### src/rtl/des_keysched_pkg.sv
// Shared types, permutation tables and rotate helpers for the DES key schedule.
package des_keysched_pkg;

  localparam int unsigned KEY_W    = 64;
  localparam int unsigned CD_W     = 56;
  localparam int unsigned HALF_W   = 28;
  localparam int unsigned SUBKEY_W = 48;
  localparam int unsigned ROUND_W  = 4;
  localparam int unsigned SHIFT_W  = 2;
  localparam int unsigned IDX_W    = 6;

  typedef logic [0:HALF_W-1]   half_key_t;
  typedef logic [0:SUBKEY_W-1] subkey_t;
  typedef logic [0:CD_W-1]     cd_key_t;

  typedef enum logic [0:0] {
    IDLE = 1'b0,
    RUN  = 1'b1
  } state_e;

  // PC-1, zero-based MSB-first positions into the 64-bit key; parity bits never selected.
  localparam logic [IDX_W-1:0] PC1_TABLE [CD_W] = '{
    6'd56, 6'd48, 6'd40, 6'd32, 6'd24, 6'd16, 6'd8,
    6'd0,  6'd57, 6'd49, 6'd41, 6'd33, 6'd25, 6'd17,
    6'd9,  6'd1,  6'd58, 6'd50, 6'd42, 6'd34, 6'd26,
    6'd18, 6'd10, 6'd2,  6'd59, 6'd51, 6'd43, 6'd35,
    6'd62, 6'd54, 6'd46, 6'd38, 6'd30, 6'd22, 6'd14,
    6'd6,  6'd61, 6'd53, 6'd45, 6'd37, 6'd29, 6'd21,
    6'd13, 6'd5,  6'd60, 6'd52, 6'd44, 6'd36, 6'd28,
    6'd20, 6'd12, 6'd4,  6'd27, 6'd19, 6'd11, 6'd3
  };

  // PC-2, zero-based MSB-first positions into C||D.
  localparam logic [IDX_W-1:0] PC2_TABLE [SUBKEY_W] = '{
    6'd13, 6'd16, 6'd10, 6'd23, 6'd0,  6'd4,
    6'd2,  6'd27, 6'd14, 6'd5,  6'd20, 6'd9,
    6'd22, 6'd18, 6'd11, 6'd3,  6'd25, 6'd7,
    6'd15, 6'd6,  6'd26, 6'd19, 6'd12, 6'd1,
    6'd40, 6'd51, 6'd30, 6'd36, 6'd46, 6'd54,
    6'd29, 6'd39, 6'd50, 6'd44, 6'd32, 6'd47,
    6'd43, 6'd48, 6'd38, 6'd55, 6'd33, 6'd52,
    6'd45, 6'd41, 6'd49, 6'd35, 6'd28, 6'd31
  };

  // Rotation applied before issuing round i; entry 0 is applied at load time.
  localparam logic [SHIFT_W-1:0] ENC_SHIFT [16] = '{
    2'd1, 2'd1, 2'd2, 2'd2, 2'd2, 2'd2, 2'd2, 2'd2,
    2'd1, 2'd2, 2'd2, 2'd2, 2'd2, 2'd2, 2'd2, 2'd1
  };

  // Decrypt walks the encrypt rotations backwards; K16 needs no shift from C0/D0.
  localparam logic [SHIFT_W-1:0] DEC_SHIFT [16] = '{
    2'd0, 2'd1, 2'd2, 2'd2, 2'd2, 2'd2, 2'd2, 2'd2,
    2'd1, 2'd2, 2'd2, 2'd2, 2'd2, 2'd2, 2'd2, 2'd1
  };

  // PC-1: select the 56 key bits that form C0||D0.
  function automatic cd_key_t pc1(input logic [0:KEY_W-1] key);
    cd_key_t cd;
    cd = '0;
    for (int unsigned i = 0; i < CD_W; i++) begin
      cd[IDX_W'(i)] = key[PC1_TABLE[IDX_W'(i)]];
    end
    return cd;
  endfunction

  // Rotate a half key towards bit 0 by 0..2 positions.
  function automatic half_key_t rotl(input half_key_t x, input logic [SHIFT_W-1:0] n);
    half_key_t r;
    case (n)
      2'd1:    r = {x[1:27], x[0]};
      2'd2:    r = {x[2:27], x[0:1]};
      default: r = x;
    endcase
    return r;
  endfunction

  // Rotate a half key away from bit 0 by 0..2 positions.
  function automatic half_key_t rotr(input half_key_t x, input logic [SHIFT_W-1:0] n);
    half_key_t r;
    case (n)
      2'd1:    r = {x[27], x[0:26]};
      2'd2:    r = {x[26:27], x[0:25]};
      default: r = x;
    endcase
    return r;
  endfunction

endpackage

### src/rtl/des_key_schedule_pc2.sv
// Combinational PC-2 compression of C||D into a 48-bit round subkey.
module des_pc2
  import des_keysched_pkg::*;
(
  input  logic [0:CD_W-1]     cd_i,
  output logic [0:SUBKEY_W-1] subkey_o
);

  // Pure bit selection; no logic beyond wiring.
  always_comb begin
    subkey_o = '0;
    for (int unsigned i = 0; i < SUBKEY_W; i++) begin
      subkey_o[IDX_W'(i)] = cd_i[PC2_TABLE[IDX_W'(i)]];
    end
  end

endmodule

### src/rtl/des_key_schedule.sv
// Iterative DES subkey generator: one subkey per valid/ready handshake, encrypt or decrypt order.
module des_key_schedule
  import des_keysched_pkg::*;
#(
  parameter int unsigned NUM_ROUNDS = 16
) (
  input  logic                clk,
  input  logic                n_rst,
  input  logic [0:KEY_W-1]    key_in,
  input  logic                key_load,
  input  logic                decrypt,
  output logic                busy,
  output logic [0:SUBKEY_W-1] round_key,
  output logic                key_valid,
  input  logic                key_ready,
  output logic [ROUND_W-1:0]  round_num,
  output logic                last_round,
  output logic                done
);

  localparam logic [ROUND_W-1:0] LAST_IDX = ROUND_W'(NUM_ROUNDS - 1);

  state_e               state_q, state_d;
  half_key_t            c_q, c_d;
  half_key_t            d_q, d_d;
  logic [ROUND_W-1:0]   round_q, round_d;
  logic                 dir_q, dir_d;
  logic                 done_q, done_d;

  cd_key_t              cd_load;
  half_key_t            c0, d0;
  logic [ROUND_W-1:0]   next_idx;
  logic [SHIFT_W-1:0]   adv_shift;
  logic                 running;
  logic                 accept;
  logic                 at_last;
  subkey_t              pc2_out;

  // Load-time permutation and per-round handshake decode.
  always_comb begin
    cd_load   = pc1(key_in);
    c0        = cd_load[0:HALF_W-1];
    d0        = cd_load[HALF_W:CD_W-1];
    running   = (state_q == RUN);
    accept    = running & key_ready;
    at_last   = (round_q == LAST_IDX);
    next_idx  = round_q + ROUND_W'(1);
    adv_shift = dir_q ? DEC_SHIFT[next_idx] : ENC_SHIFT[next_idx];
  end

  // Next-state and datapath update.
  always_comb begin
    state_d = state_q;
    c_d     = c_q;
    d_d     = d_q;
    round_d = round_q;
    dir_d   = dir_q;
    done_d  = 1'b0;
    case (state_q)
      IDLE: begin
        if (key_load) begin
          state_d = RUN;
          dir_d   = decrypt;
          round_d = '0;
          if (decrypt) begin
            c_d = rotr(c0, DEC_SHIFT[0]);
            d_d = rotr(d0, DEC_SHIFT[0]);
          end else begin
            c_d = rotl(c0, ENC_SHIFT[0]);
            d_d = rotl(d0, ENC_SHIFT[0]);
          end
        end
      end
      RUN: begin
        if (accept) begin
          if (at_last) begin
            state_d = IDLE;
            round_d = '0;
            done_d  = 1'b1;
          end else begin
            round_d = next_idx;
            if (dir_q) begin
              c_d = rotr(c_q, adv_shift);
              d_d = rotr(d_q, adv_shift);
            end else begin
              c_d = rotl(c_q, adv_shift);
              d_d = rotl(d_q, adv_shift);
            end
          end
        end
      end
      default: begin
        state_d = IDLE;
      end
    endcase
  end

  // State, key halves, round counter, direction and done pulse.
  always_ff @(posedge clk or negedge n_rst) begin
    if (!n_rst) begin
      state_q <= IDLE;
      c_q     <= '0;
      d_q     <= '0;
      round_q <= '0;
      dir_q   <= 1'b0;
      done_q  <= 1'b0;
    end else begin
      state_q <= state_d;
      c_q     <= c_d;
      d_q     <= d_d;
      round_q <= round_d;
      dir_q   <= dir_d;
      done_q  <= done_d;
    end
  end

  des_pc2 u_pc2 (
    .cd_i     ({c_q, d_q}),
    .subkey_o (pc2_out)
  );

  // Outputs derive from registers only; the subkey is forced to zero while idle.
  always_comb begin
    busy       = running;
    key_valid  = running;
    round_key  = running ? pc2_out : '0;
    round_num  = round_q;
    last_round = running & at_last;
    done       = done_q;
  end

endmodule

### config.mk
export PLATFORM = sky130hd
export DESIGN_NAME = des_key_schedule
export DESIGN_NICKNAME = d
export VERILOG_FILES = /design/src/rtl/des_keysched_pkg.sv /design/src/rtl/des_key_schedule_pc2.sv /design/src/rtl/des_key_schedule.sv
export SDC_FILE = /design/constraint.sdc
export NUM_CORES = 1
export LEC_CHECK = 0
export ABC_AREA = 0
export CAP_MARGIN = 20
export CORE_ASPECT_RATIO = 0.7
export CORE_MARGIN = 4
export CORE_UTILIZATION = 58
export DETAILED_ROUTE_END_ITERATION = 8
export GPL_TIMING_DRIVEN = 0
export PLACE_DENSITY = 0.88
export SYNTH_ARGS = -nofsm -noshare
export SYNTH_HDL_FRONTEND = slang
export SYNTH_HIERARCHICAL = 1
export SYNTH_SLANG_ARGS = --single-unit
### constraint.sdc
create_clock -name clk -period 6.5 [get_ports clk]
set_input_delay 1.3 -clock clk [delete_from_list [all_inputs] [get_ports clk]]
set_output_delay 1.3 -clock clk [all_outputs]
set_load 0.01 [all_outputs]
; After elaboration in Yosys (flattened, before gate mapping)
; Memories as Yosys holds them, arrays and structs flattened.
; Cells that the tools add are included.
[totals]
register_bits = 63
mem_bits_ro = 64
inputBits = 69
out_inout_bits = 56
word_cells = 57
memories = 2
[mem_list]
columns = name, words, width, rd, rd_ports_with_merged_regs, wr, line
row1 = (no name shown), 16, 2, 1, 0, 0, des_key_schedule.sv:48  ; adv_shift = dir_q ? DEC_SHIFT[next_idx] : ENC_SHIFT[next_idx];
row2 = (no name shown), 16, 2, 1, 0, 0, des_key_schedule.sv:48
[op_classes]
addsub = 1
magnitude_cmp = 1
eq_ne = 7
muxes = 33
bitwise = 4
n_reduce_logical = 3
[op_table]
columns = operator, count
row1 = $pmux W28 S2, 6
row2 = $mux W28, 10
row3 = $mux W48, 1
row4 = $mux W4, 3
row5 = $mux W2, 5
row6 = $pmux W4 S2, 1
row7 = $mux W1, 6
row8 = $ge A5 B5 Y1 const B, 1
row9 = $not A4 Y5, 1
row10 = $add A4 B1 Y4 const B, 1
row11 = $eq A4 B4 Y1 const B, 1
row12 = $ne A2 B2 Y1 const B, 2
row13 = $reduce_and A2 Y1, 2
row14 = $reduce_and A4 Y1, 1
row15 = $ne A3 B1 Y1 const B, 1
row16 = $and A1 B1 Y1, 2
row17 = $eq A2 B1 Y1 const B, 1
row18 = $eq A2 B2 Y1 const B, 1
row19 = $ne A2 B1 Y1 const B, 1
row20 = $pmux W1 S2, 1
row21 = $not A1 Y1, 1

; Depth between registers and ports, before layout
; Gate-level depths: netlist (run 1).
[depth]
ltp_word = 12
ltp_mapped = 10
depth_no_buf = 8

; Modules after synthesis
; The synthesis (run 1) kept the hierarchy.
[by_module_without_submodules]
columns = module, n_inst, cells_per_inst, area_each_um2, seq_area_each_um2
row1 = des_key_schedule, 1, 669, 6037.0, 1576.5
row2 = des_pc2, 1, 48, 360.3, 0.0

; Worst setup path after synthesis (run 1)
; OpenSTA, ideal clock, no wires.
[synth_path]
kind = reg2out
start = register state_q (netlist: busy)
end = output port round_key[1] in the netlist's numbering
arrival_time_ns = 1.421
required_ns = 5.200
path_slack_ns = 3.779
stages_incl_launch_ff = 5
path_buffers = 3
path_cell_list = dfrtp_1 clkbuf_1 buf_1 clkbuf_1 and2_1
[synth_between]
elab_chain_cells = 1
[synth_rtl]
columns = element, line
row1 = "start, declared", des_key_schedule.sv:23  ; state_e state_q, state_d;
row2 = "start signal, assigned", des_key_schedule.sv:108  ; state_q <= state_d;
row3 = $mux W48, des_key_schedule.sv:126  ; round_key = running ? pc2_out : '0;
row4 = "end, declared", des_key_schedule.sv:13  ; output logic [0:SUBKEY_W-1] round_key,
; No other way between the ends.

; Worst setup path in the final report (run 1)
[layout_path]
start = register state_q (netlist: busy)
end = output port round_key[26] in the netlist's numbering
; The elaborated chain is that of the path after synthesis.

==> flow_summary_export.csv, run 1 <==
group,metric,value,unit
grt,antenna_found_initial,0,
critical_path,end_kind,"primary output",
critical_path,worst_ep_arrival_time,3070,ps
grt,grt_use_total,0.297,
run,max-cap-violations,0,
clock_tree,postCtsSetupRepairBufs,0,
grt,grt.busiest_layer,"met2",
sta,rsz0062_at_grt,"no",
logic_synthesis,yosys-top-cells-area,"mux2i_1 (26%), dfrtp_1 (25%), a211oi_1 (6.6%)",
grt,grt_pass1_vias,5978,
clock_tree,root_buffer,"clkbuf_16",
critical_path,startpoint,"busy",
logic_synthesis,synth.most_common_cell,"mux2i_1",
logic_synthesis,yosys-top-cells-count,"mux2i_1 (168), dfrtp_1 (63), nor2_1 (61)",
place,place.gp.congestion,0.908,
pwr,power.leakage,0.00361,uW
route,vias,6070,
route,drt_drc_violations_left,0,
route,drtIter0Drc,675,
finish,nets,915,
grt,globalRouteMet1Util,0.414,
logic_synthesis,ys_seq_elements,63,
grt,grt_overflow,0,
critical_path,rr_endpoint,"d_q[7]",
sta,setup_viol,0,
finish,final_util,0.762,
sta,worstMarginPinSlew,863,ps
logic_synthesis,synth_top_area_cell,"mux2i_1",
pwr,peakVddDrop,0.250,mV
clock_tree,post_cts_resized,0,
logic_synthesis,synth_edf_count,0,
finish,area_growth,25.7,%
finish,fillers,771,
clock_tree,insertion_delay,340,ps
hold_path,hold_path_class,"reg2reg",
grt,grt_max_degree,64,
floorplanning,io_pins,125,
pwr,powerDensity,544,nW/um2
sta,fin_skew,9.11,ps
sta,slew_headroom,0.425,
clock_tree,clk_path_buf_depth,2,
critical_path,cp_max_fo,10,
critical_path,crit_end,"round_key[26]",
logic_synthesis,synthFlopType,"dfrtp_1",
clock_tree,cts-buffers-inserted,9,
floorplanning,die_w,134,um
floorplanning,core,10600,um2
finish,layout-drive-gt1-share,0.120,
floorplanning,die_h,95.9,um
grt,met2_usage,0.475,
sta,fin_setup_tns,0,ps
logic_synthesis,mappedNetlistNets,789,
logic_synthesis,synth_cells,717,
sta,hold_ws,561,ps
route,ant_nets,0,
place,hpwl,13700,um
logic_synthesis,netlist.area_leader.share,0.263,
clock_tree,cts_sinks,63,
route,via_per_inst,6.09,
floorplanning,row_count,31,
sta,drv_slew,0,
clock_tree,cts_tree,"done",
clock_tree,cts_hold_buf,0,
route,wire_per_inst,19.3,um
finish,diodes,0,
route,routed_wl,19200,um
critical_path,critPathLaunchType,"flip-flop",
critical_path,r2r_setup_slack,3770,ps
sta,finalCritPeriodShare,0.672,
sta,hold_viol,0,
outcome,status,"finished, final reports clean",
clock_tree,path_clk_slew,60,ps
clock_tree,htree_levels,3,
logic_synthesis,syn_area,6400,um2
logic_synthesis,postSynthAreaPerCell,8.92,um2
floorplanning,die_area,12800,um2
sta,max_freq,229,MHz
critical_path,critPathRequiredTime,5200,ps
logic_synthesis,async_flop_share,1.00,
logic_synthesis,synth.distinct_cells,35,
grt,grt_pass1_wl,30800,um
critical_path,reg2reg_depth,8,
logic_synthesis,synth_warnings,6,
sta,period_needed,4370,ps
floorplanning,start_util,0.606,
logic_synthesis,yosysSeqAreaShare,0.246,
place,io_buffer_count,115,
critical_path,critPathKind,"reg2out",
critical_path,r2r_start,"round_num[1]",
grt,grt.met3_usage,0.0596,
route,dr.pass1.iters,5,
==> critical path, cell delays in order (launching register included) <==
cell	delay, ps
dfrtp_1	450
clkbuf_1	480
buf_1	420
clkbuf_1	590
and2_1	240
clkdlybuf4s50_1	540
==> logic make-up (layout without fill, tap and decap cells) <==
| logic type | Yosys count | after routing | share of synthesized area |
|---|---|---|---|
| buffers and inverters | 114 | 245 | 0.122 |
| adder cells (fa/ha/maj) | 3 | 3 | 0.00587 |
| flip-flops | 63 | 63 | 0.246 |
| AND/OR/NAND/NOR | 237 | 237 | 0.205 |
| multiplexers | 169 | 169 | 0.265 |
| AO/OA/AOI/OAI | 130 | 130 | 0.154 |
| XOR/XNOR | 1 | 1 | 0.00137 |
==> layout make-up <==
cell class | instances | area [um2] | share of cell area
multi-input cells | 540 | 4040 | 0.502
flip-flops and latches | 63 | 1580 | 0.196
repair buffers | 115 | 1150 | 0.143
plain buffers | 111 | 772 | 0.0960
clock buffers | 9 | 225 | 0.0280
well taps | 148 | 185 | 0.0230
clock inverters | 7 | 87.6 | 0.0109
inverters | 3 | 11.3 | 0.00140
==> how the worst min path moves through the flow <==
stage	from	to	slack, ps	cells after the start
floorplan	c_q[19]	c_q[19]	490	2
global placement	d_q[13]	d_q[13]	520	2
detailed placement	c_q[6]	c_q[6]	540	2
CTS	c_q[6]	c_q[6]	560	2
global route	c_q[19]	c_q[19]	580	2
finish	c_q[6]	c_q[6]	560	2
==> cells in the final DEF (no fill, tap or decap), drive strengths merged, types with 2 or more instances in the layout <==
| cell | n |
|---|---|
| a211oi | 56 |
| a21oi | 4 |
| and2 | 49 |
| buf | 81 |
| bufinv | 2 |
| clkbuf | 40 |
| clkdlybuf4s50 | 114 |
| clkinv | 4 |
| dfrtp | 63 |
| ha | 3 |
| inv | 3 |
| mux2i | 168 |
| nand2 | 9 |
| nand2b | 57 |
| nor2 | 61 |
| nor2b | 57 |
| o21ai | 5 |
| o22ai | 2 |
| o31ai | 56 |
==> state kept, by name, indices dropped and copies added (netlist names) <==
signal     count
busy           1
c_q           28
d_q           28
dir_q          1
done           1
round_num      4
==> power breakdown <==
part           internal (uW)  switching [uW]  leakage [uW]  total (uW)
Sequential               585             262      0.000780         847
Clock                    333             192      0.000155         525
Combinational           1540            1470       0.00267        3010
Total                   2460            1920       0.00361        4380
==> metrics by stage <==
stage	setup slack (ps)	instances	cell area, um2	total power (uW)
floorplan	3780	717	6400	2930
global placement	1900	980	7730	3670
detailed placement	2540	980	7730	3780
CTS	2110	996	8040	4330
global route	2000	996	8040	4620
finish	2130	996	8040	4380
==> layer usage <==
metal	wire (um)	share of wire
met2	8680	0.45
met3	1620	0.084
met5	0	0
met1	8550	0.45
met4	332	0.017
Note: power is estimated with default switching activity, not from simulation.
==> inputs of run 2 (changes only) <==
- CORE_UTILIZATION: 58 -> 54
- PLACE_DENSITY: 0.88 -> 0.83
- clock period: 6.5 -> 4.2 ns (I/O delays scaled with it)
==> flow_summary_export.csv, run 2 (synthesis gave the netlist of run 1 again) <==
group,metric,value,unit
outcome,status,"finished, final reports clean",
clock_tree,cts_hold_buf,0,
critical_path,cp_max_fo,10,
critical_path,rr_endpoint,"d_q[7]",
pwr,p_sw_frac,0.436,
sta,slew_headroom,0.419,
grt,grt_use_total,0.274,
floorplanning,core,11300,um2
floorplanning,die_area,13700,um2
clock_tree,cts_sinks,63,
critical_path,critPathKind,"reg2out",
route,ant_nets,0,
route,dr.pass1.iters,5,
floorplanning,io_pins,125,
pwr,p_int,3840,uW
finish,final_common_cell,"mux2i_1",
route,wire_per_inst,19.2,um
finish,diodes,0,
critical_path,crit_slowest_cell,"clkbuf_1",
route,drtIter0Drc,526,
critical_path,crit_end,"round_key[21]",
clock_tree,root_buffer,"clkbuf_16",
grt,grt_max_degree,64,
floorplanning,die_w,138,um
finish,nets,915,
finish,stdcell_area,8070,um2
floorplanning,die_h,99.1,um
floorplanning,row_count,32,
place,place.gp.congestion,0.915,
sta,fin_setup_tns,0,ps
grt,grt_overflow,0,
hold_path,hold_path_class,"reg2reg",
finish,final_util,0.715,
clock_tree,cts_tree,"done",
clock_tree,htree_levels,3,
pwr,power_switching,2970,uW
sta,rsz0062_at_grt,"no",
finish,area_growth,26.1,%
critical_path,critPathMaxStageDelay,600,ps
route,drt_drc_violations_left,0,
sta,hold_ws,553,ps
critical_path,r2r_start,"round_num[0]",
critical_path,path_cells,"clkbuf_1 -> buf_1 -> clkbuf_1 -> and2_1 -> clkdlybuf4s50_1",
critical_path,end_kind,"primary output",
critical_path,critPathLaunchType,"flip-flop",
grt,grt_pass1_vias,5863,
critical_path,critPathRequiredTime,3360,ps
critical_path,r2r_setup_slack,1460,ps
sta,hold_viol,0,
sta,worstMarginPinSlew,871,ps
sta,fin_skew,5.87,ps
grt,grt_pass1_wl,30900,um
run,max-cap-violations,0,
sta,finalCritPeriodShare,0.934,
pwr,peakVddDrop,0.430,mV
clock_tree,insertion_delay,340,ps
critical_path,worst_ep_arrival_time,3080,ps
clock_tree,cts-buffers-inserted,9,
finish,layout-drive-gt1-share,0.120,
sta,setup_viol,0,
route,routed_wl,19200,um
pwr,combPwrFrac,0.685,
pwr,p_seq_frac,0.190,
place,io_buffer_count,115,
place,placed_area,7740,um2
sta,period_needed,3920,ps
pwr,pwr-share-clk,0.125,
route,via_per_inst,5.89,
clock_tree,path_clk_slew,60,ps
sta,drv_slew,0,
pwr,powerDensity,845,nW/um2
pwr,power.leakage,0.00361,uW
floorplanning,start_util,0.567,
clock_tree,post_cts_resized,0,
grt,antenna_found_initial,0,
clock_tree,clk_path_buf_depth,2,
critical_path,path_common_cell,"clkbuf_1",
critical_path,reg2reg_depth,8,
hold_path,worstHoldStart,"d_q[13]",
clock_tree,postCtsSetupRepairBufs,0,
critical_path,startpoint,"busy",
finish,mostFrequentLayoutCells,"mux2i_1 (168), clkdlybuf4s50_1 (114), dfrtp_1 (63)",
route,vias,5896,
pwr,finalPower,6820,uW
place,hpwl,13800,um
sta,max_freq,255,MHz
run 2: changes by cell type in the layout (fill, tap and decap cells not counted):
| cell | before | now |
|---|---|---|
| clkinv_2 | 4 | 1 |
| clkbuf_8 | 0 | 2 |
| clkinvlp_4 | 1 | 2 |
run 2: how the worst min path moves through the flow:
| stage | slack, ps | to | depth (start not counted) |
|---|---|---|---|
| floorplan | 490 | c_q[19] | 2 |
| global placement | 520 | d_q[13] | 2 |
| detailed placement | 530 | d_q[13] | 2 |
| CTS | 540 | d_q[13] | 2 |
| global route | 600 | c_q[10] | 2 |
| finish | 550 | d_q[13] | 2 |
run 2: final cells by class:
cell class,count,area [um2]
Sequential cell,63,1580
Clock buffer,11,253
Buffer,111,772
Tap cell,153,191
Multi-Input combinational cell,540,4040
Timing Repair Buffer,115,1150
Inverter,3,11.3
Fill cell,909,3220
Clock inverter,5,80.1
run 2: worst max-delay path: cells and delay by family (launching register included):
family                 cells  cell delay, ps
buffers and inverters      4            2060
flip-flops                 1             450
AND/OR/NAND/NOR            1             230
run 2: through the flow:
stage | setup WS, ps | std cells
finish | 276 | 1001
global route | 148 | 1001
CTS | 274 | 1001
detailed placement | 649 | 985
global placement | 20.4 | 985
floorplan | 1930 | 717
run 2: power by group through the flow:
stage,clock network [uW],registers (uW),logic [uW]
after CTS,853,1280,4620
after global placement,0,1270,4450
final,852,1300,4670
after detailed placement,0,1280,4580
after global routing,874,1350,4990
after floorplan,0,1150,3390
run 2: per-layer routing:
metal	part of all wire	global-route usage
met1	0.47	0.389
met2	0.45	0.431
met3	0.072	0.0592
met4	0.0075	0.0577
met5	0	0
==> edit 1 (settings of run 2) <==
The parameter `NUM_ROUNDS` goes from 16 to 15.
--- a/src/rtl/des_key_schedule.sv
+++ b/src/rtl/des_key_schedule.sv
@@ -4,3 +4,3 @@
 #(
-  parameter int unsigned NUM_ROUNDS = 16
+  parameter int unsigned NUM_ROUNDS = 15
 ) (
Check against the original RTL: same outputs for any inputs over 4 cycles, from zero or initial values and one cycle with n_rst low; that may be too few to reach the edited logic, so the function may still have changed.
==> edit 1 against run 2 <==
Wire length increased by 4.7%; setup slack got worse by 0.096 ns; total power decreased by 10%; final area decreased by 3.2%; cell count increased by 0.40%; area after synthesis decreased by 3.3%; sequential cell count unchanged; clock skew decreased by 0.0015 ns; sequential share of layout area increased by 0.64 points; critical endpoint is now round_key[25]; count of clock-buffer cells in the layout increased by 3.
==> edit 1: results (changes against run 2) <==
| Metric | Value |
|---|---|
| Post-Synth XOR/XNOR Area | 0.283% (+0.15 points) |
| Register area share after synthesis | 25.5% (+0.83 points) |
| WP data arrival | 3.18 ns (+0.10 ns) |
| Adder-cell share of the synthesized area | 0.809% (+0.22 points) |
| Met1 wire length | 8680 um (-3.6%) |
| Initial antenna violation count | 1 (+1) |
| GPL Wtd Cong | 0.930 (+1.6%) |
| Reg-to-reg setup timing slack | 1.44 ns (-0.02 ns) |
| Vias in the first global route | 6389 (+9.0%) |
| CP peak stage delay | 0.63 ns (+0.03 ns) |
| DP HPWL | 14800 um (+7.0%) |
| Syn_nets | 796 (+0.89%) |
| CP Max Fanout | 10 (unchanged) |
| CP Launch Point | busy$_DFF_PN0_ |
| Clock Skew | 0.00435 ns (-0.00152 ns) |
| Synth Area in Compound Gates | 16.4% (+0.93 points) |
| List of most frequent post-synthesis cells | mux2i_1, dfrtp_1, nand2_1 |
| Clock network area share | 3.64% (-0.49 points) |
| Unique masters post-synth | 33 (-5.7%) |
| Multiplexer share of the synthesized area | 18.3% (-8.2 points) |
| Max VDD drop | 0.000411 V (-4.5%) |
| Layout Utilization | 70.4% (-1.0 points) |
| Final net count | 922 (+0.77%) |
| Fillers | 884 (-2.8%) |
| Met2 wire length | 9040 um (+4.0%) |
| Clk_buf instances | 14 (+3) |
| #MultiIn Comb | 540 (unchanged) |
| GR Util met3 | 6.68% (+0.76 points) |
| Total die area | 13300 sq um (-3.0%) |
| Mapped Avg Cell Area | 8.56 sq um (-4.1%) |
| DR iter-0 viols | 707 (+34%) |
| Seq pwr share | 21.0% (+2.0 points) |
| Reg2reg end | d_q[2]$_DFFE_PN0P_ |
| Area after DPL | 7530 sq um (-2.7%) |
| Pre-CTS setup slack | 0.599 ns (-0.0500 ns) |
| Max_slew headroom | 41.3% (-0.65 points) |
| Non-clock buffer share | 23.9% (+0.097 points) |
| Power, Total | 6110 uW (-10%) |
| Logic pwr share | 67.2% (-1.3 points) |
| Leakage | 0.00328 uW (-9.0%) |
| Met2 usage | 44.9% (+1.8 points) |
| Status | finished, final reports clean |
| Area of the multi-input gates | 3880 sq um (-3.8%) |
| Final cell count without fillers | 1005 (+0.40%) |
| Tmin final | 4.02 ns (+0.0955 ns) |
| Worst Reg-to-Reg Cells | 9 (+1) |
| Met1 Usage GRT | 41.7% (+2.8 points) |
| Net Switching | 2650 uW (-11%) |
| Largest cells by area after synthesis | dfrtp_1, mux2i_1, o311ai_1, a211oi_1, buf_4 |
| Tot GR Track Use | 29.9% (+2.6 points) |
| Critical path endpoint | round_key[25] |
edit 1: logic make-up after synthesis:
logic type,after synthesis
simple gates,295
flops,63
fa+ha+maj,4
mux,113
buf+inv,120
compound gates,126
xor+xnor,2
edit 1: worst min-delay path by stage:
stage / from / endpoint / slack [ns]
floorplan: c_q[10]$_DFFE_PN0P_ / c_q[10]$_DFFE_PN0P_ / 0.50
global placement: c_q[10]$_DFFE_PN0P_ / c_q[10]$_DFFE_PN0P_ / 0.52
detailed placement: c_q[3]$_DFFE_PN0P_ / c_q[3]$_DFFE_PN0P_ / 0.53
CTS: c_q[3]$_DFFE_PN0P_ / c_q[3]$_DFFE_PN0P_ / 0.54
global route: c_q[3]$_DFFE_PN0P_ / c_q[3]$_DFFE_PN0P_ / 0.59
finish: d_q[18]$_DFFE_PN0P_ / d_q[18]$_DFFE_PN0P_ / 0.56
==> edit 2 (flow settings as in run 2) <==
Without the edit above. Add an input register stage for `key_in`, cleared by the reset; this delays it by one clock. The other inputs are not delayed to match.
--- a/src/rtl/des_key_schedule.sv
+++ b/src/rtl/des_key_schedule.sv
@@ -22,2 +22,12 @@
 
+  logic [0:KEY_W-1] key_q;
+
+  always_ff @(posedge clk or negedge n_rst) begin
+    if (!n_rst) begin
+      key_q <= '0;
+    end else begin
+      key_q <= key_in;
+    end
+  end
+
   state_e               state_q, state_d;
@@ -40,3 +50,3 @@
   always_comb begin
-    cd_load   = pc1(key_in);
+    cd_load   = pc1(key_q);
     c0        = cd_load[0:HALF_W-1];
Check against the original RTL: not equivalent (a bounded check fails within 4 cycles, from zero or initial values and one cycle with n_rst low).
==> edit 2 against run 2 <==
Sequential cell count grew 56; non-clock buffer count grew 1; wire length grew 5.3%; final area grew 21%; critical path type unchanged; setup slack gained 0.075 ns; total power grew 15%; area after synthesis grew 21%.
==> edit 2: results (changes against run 2) <==
| Metric | Value |
|---|---|
| Leakage | 0.00438 uW (+21%) |
| Tot GR Track Use | 25.2% (-2.1 points) |
| Clock Latency Late Sink | 0.42 ns (+0.08 ns) |
| Final net count | 980 (+7.1%) |
| Hold Path Class | input port to asynchronous set/reset pin |
| CP Max Fanout | 10 (unchanged) |
| Vias | 6283 (+6.6%) |
| Clock root buffer master | clkbuf_16 |
| Largest cells by area after synthesis | dfrtp_1, mux2i_1, a211oi_1, buf_4, o31ai_1 |
| Post-CTS setup-driven buffer insertion count | 0 (unchanged) |
| DR iter-0 viols | 542 (+3.0%) |
| Unique masters post-synth | 36 (+2.9%) |
| Antenna Cells | 0 (unchanged) |
| Ys flop type | dfrtp_1 |
| Worst r2r src | round_num[1]$_DFFE_PN0P_ |
| Pre-CTS setup slack | 0.801 ns (+0.152 ns) |
| Largest net degree at the start of global routing | 64 (unchanged) |
| Fillers | 1054 (+16%) |
| Critical path's slowest cell | clkdlybuf4s50_1 |
| Clock Path Buffers | 2 (unchanged) |
| Syn_nets | 845 (+7.1%) |
| # port buffers | 115 (unchanged) |
| Synth Warn # | 6 (unchanged) |
| Max Cap Violations | 0 (unchanged) |
| Register area share after synthesis | 38.4% (+14 points) |
| Worst Tran Pin Value | 0.795 ns (-0.0761 ns) |
| Worst Reg-to-Reg Cells | 8 (unchanged) |
| WP data arrival | 3.01 ns (-0.07 ns) |
| Final WL | 20200 um (+5.3%) |
| First-pass DRT Iterations | 5 (unchanged) |
| FFs w/ async S/R, synth | 100% (unchanged) |
| Biggest regs | key_q x56, c_q x28, d_q x28 |
| Clock Skew | 0.00503 ns (-0.000843 ns) |
| CP peak stage delay | 0.54 ns (-0.06 ns) |
| Max VDD drop | 0.000384 V (-11%) |
| Cts repair resizes | 0 (unchanged) |
| First-pass GRT wire length | 32300 um (+4.6%) |
| Initial antenna violation count | 1 (+1) |
| Total CTS buffers | 17 (+8) |
| Setup CP Type | register to output pin |
| H-Tree Depth | 4 (+1) |
| Status | finished, final reports clean |
| CP Launch Point | busy$_DFF_PN0_ |
| DP HPWL | 14000 um (+1.4%) |
| Layout cell share with drive strength beyond 1 | 12.1% (+0.024 points) |
| Vias in the first global route | 6151 (+4.9%) |
| List of most frequent post-synthesis cells | mux2i_1, dfrtp_1, nor2_1 |
| GPL Wtd Cong | 0.860 (-6.0%) |
| Clock slew at reported path FFs | 0.06 ns (about the same) |
edit 2: layout make-up:
type	count	area, sq um	share of cell area (%)
Buffer	111	742	7.62
Clock buffer	19	433	4.45
Clock inverter	13	131	1.35
Inverter	3	11.3	0.116
Multi-Input combinational cell	540	4020	41.3
Sequential cell	119	2980	30.6
Tap cell	190	238	2.44
Timing Repair Buffer	116	1180	12.1
edit 2: worst paths after layout:
kind | slack, ns | endpoint
min reg2reg | 0.55 | d_q[2]$_DFFE_PN0P_
max | 0.35 | round_key[23]
min in group clk | 0.55 | d_q[2]$_DFFE_PN0P_
max reg2reg | 1.43 | d_q[4]$_DFFE_PN0P_
min | 0.38 | key_q[42]$_DFF_PN0_
max in group asynchronous | 3.12 | c_q[21]$_DFFE_PN0P_
edit 2: through the flow:
step / instance area, sq um / util (%) / cells / hold WS (ns) / setup TNS (ns)
6_report: 9740 / 69.5 / 1111 / 0.377 / 0
5_1_grt: 9740 / 69.5 / 1111 / 0.426 / 0
4_1_cts: 9740 / 69.5 / 1111 / 0.401 / 0
3_5_place_dp: 9170 / 65.5 / 1079 / 0.532 / 0
3_3_place_gp: 9140 / 65.3 / 1078 / 0.533 / -293.91
2_1_floorplan: 7750 / - / 773 / 0.495 / 0
edit 2: cells by family (layout without fill, tap and decap cells):
logic type / count (synthesis) / in the layout / synth area share, %
AND/OR/NAND/NOR: 237 / 237 / 16.9
multiplexers: 169 / 169 / 21.8
AO/OA/AOI/OAI: 130 / 130 / 12.5
flip-flops: 119 / 119 / 38.4
buffers and inverters: 114 / 262 / 9.71
adder cells (fa/ha/maj): 3 / 3 / 0.484
XOR/XNOR: 1 / 1 / 0.113
edit 2: worst max-delay path, delay by kind of cell, from the launching register on:
family	cells	cell delay [ns]
buf+inv	4	1.94
flops	1	0.43
simple gates	1	0.22
edit 2: power by group:
| group | internal (uW) | switching, uW |
|---|---|---|
| clock | 867 | 554 |
| combinational | 2340 | 2210 |
| sequential | 1470 | 418 |
| total | 4680 | 3180 |
edit 2: per-layer routing:
layer / routed length, um / track usage, % / up-vias
met2: 8990 / 37.2 / 245
met5: 0 / 0 / -
met4: 496 / 9.25 / 0
li1: - / - / 2953
met1: 9460 / 37.3 / 3047
met3: 1280 / 4.32 / 38
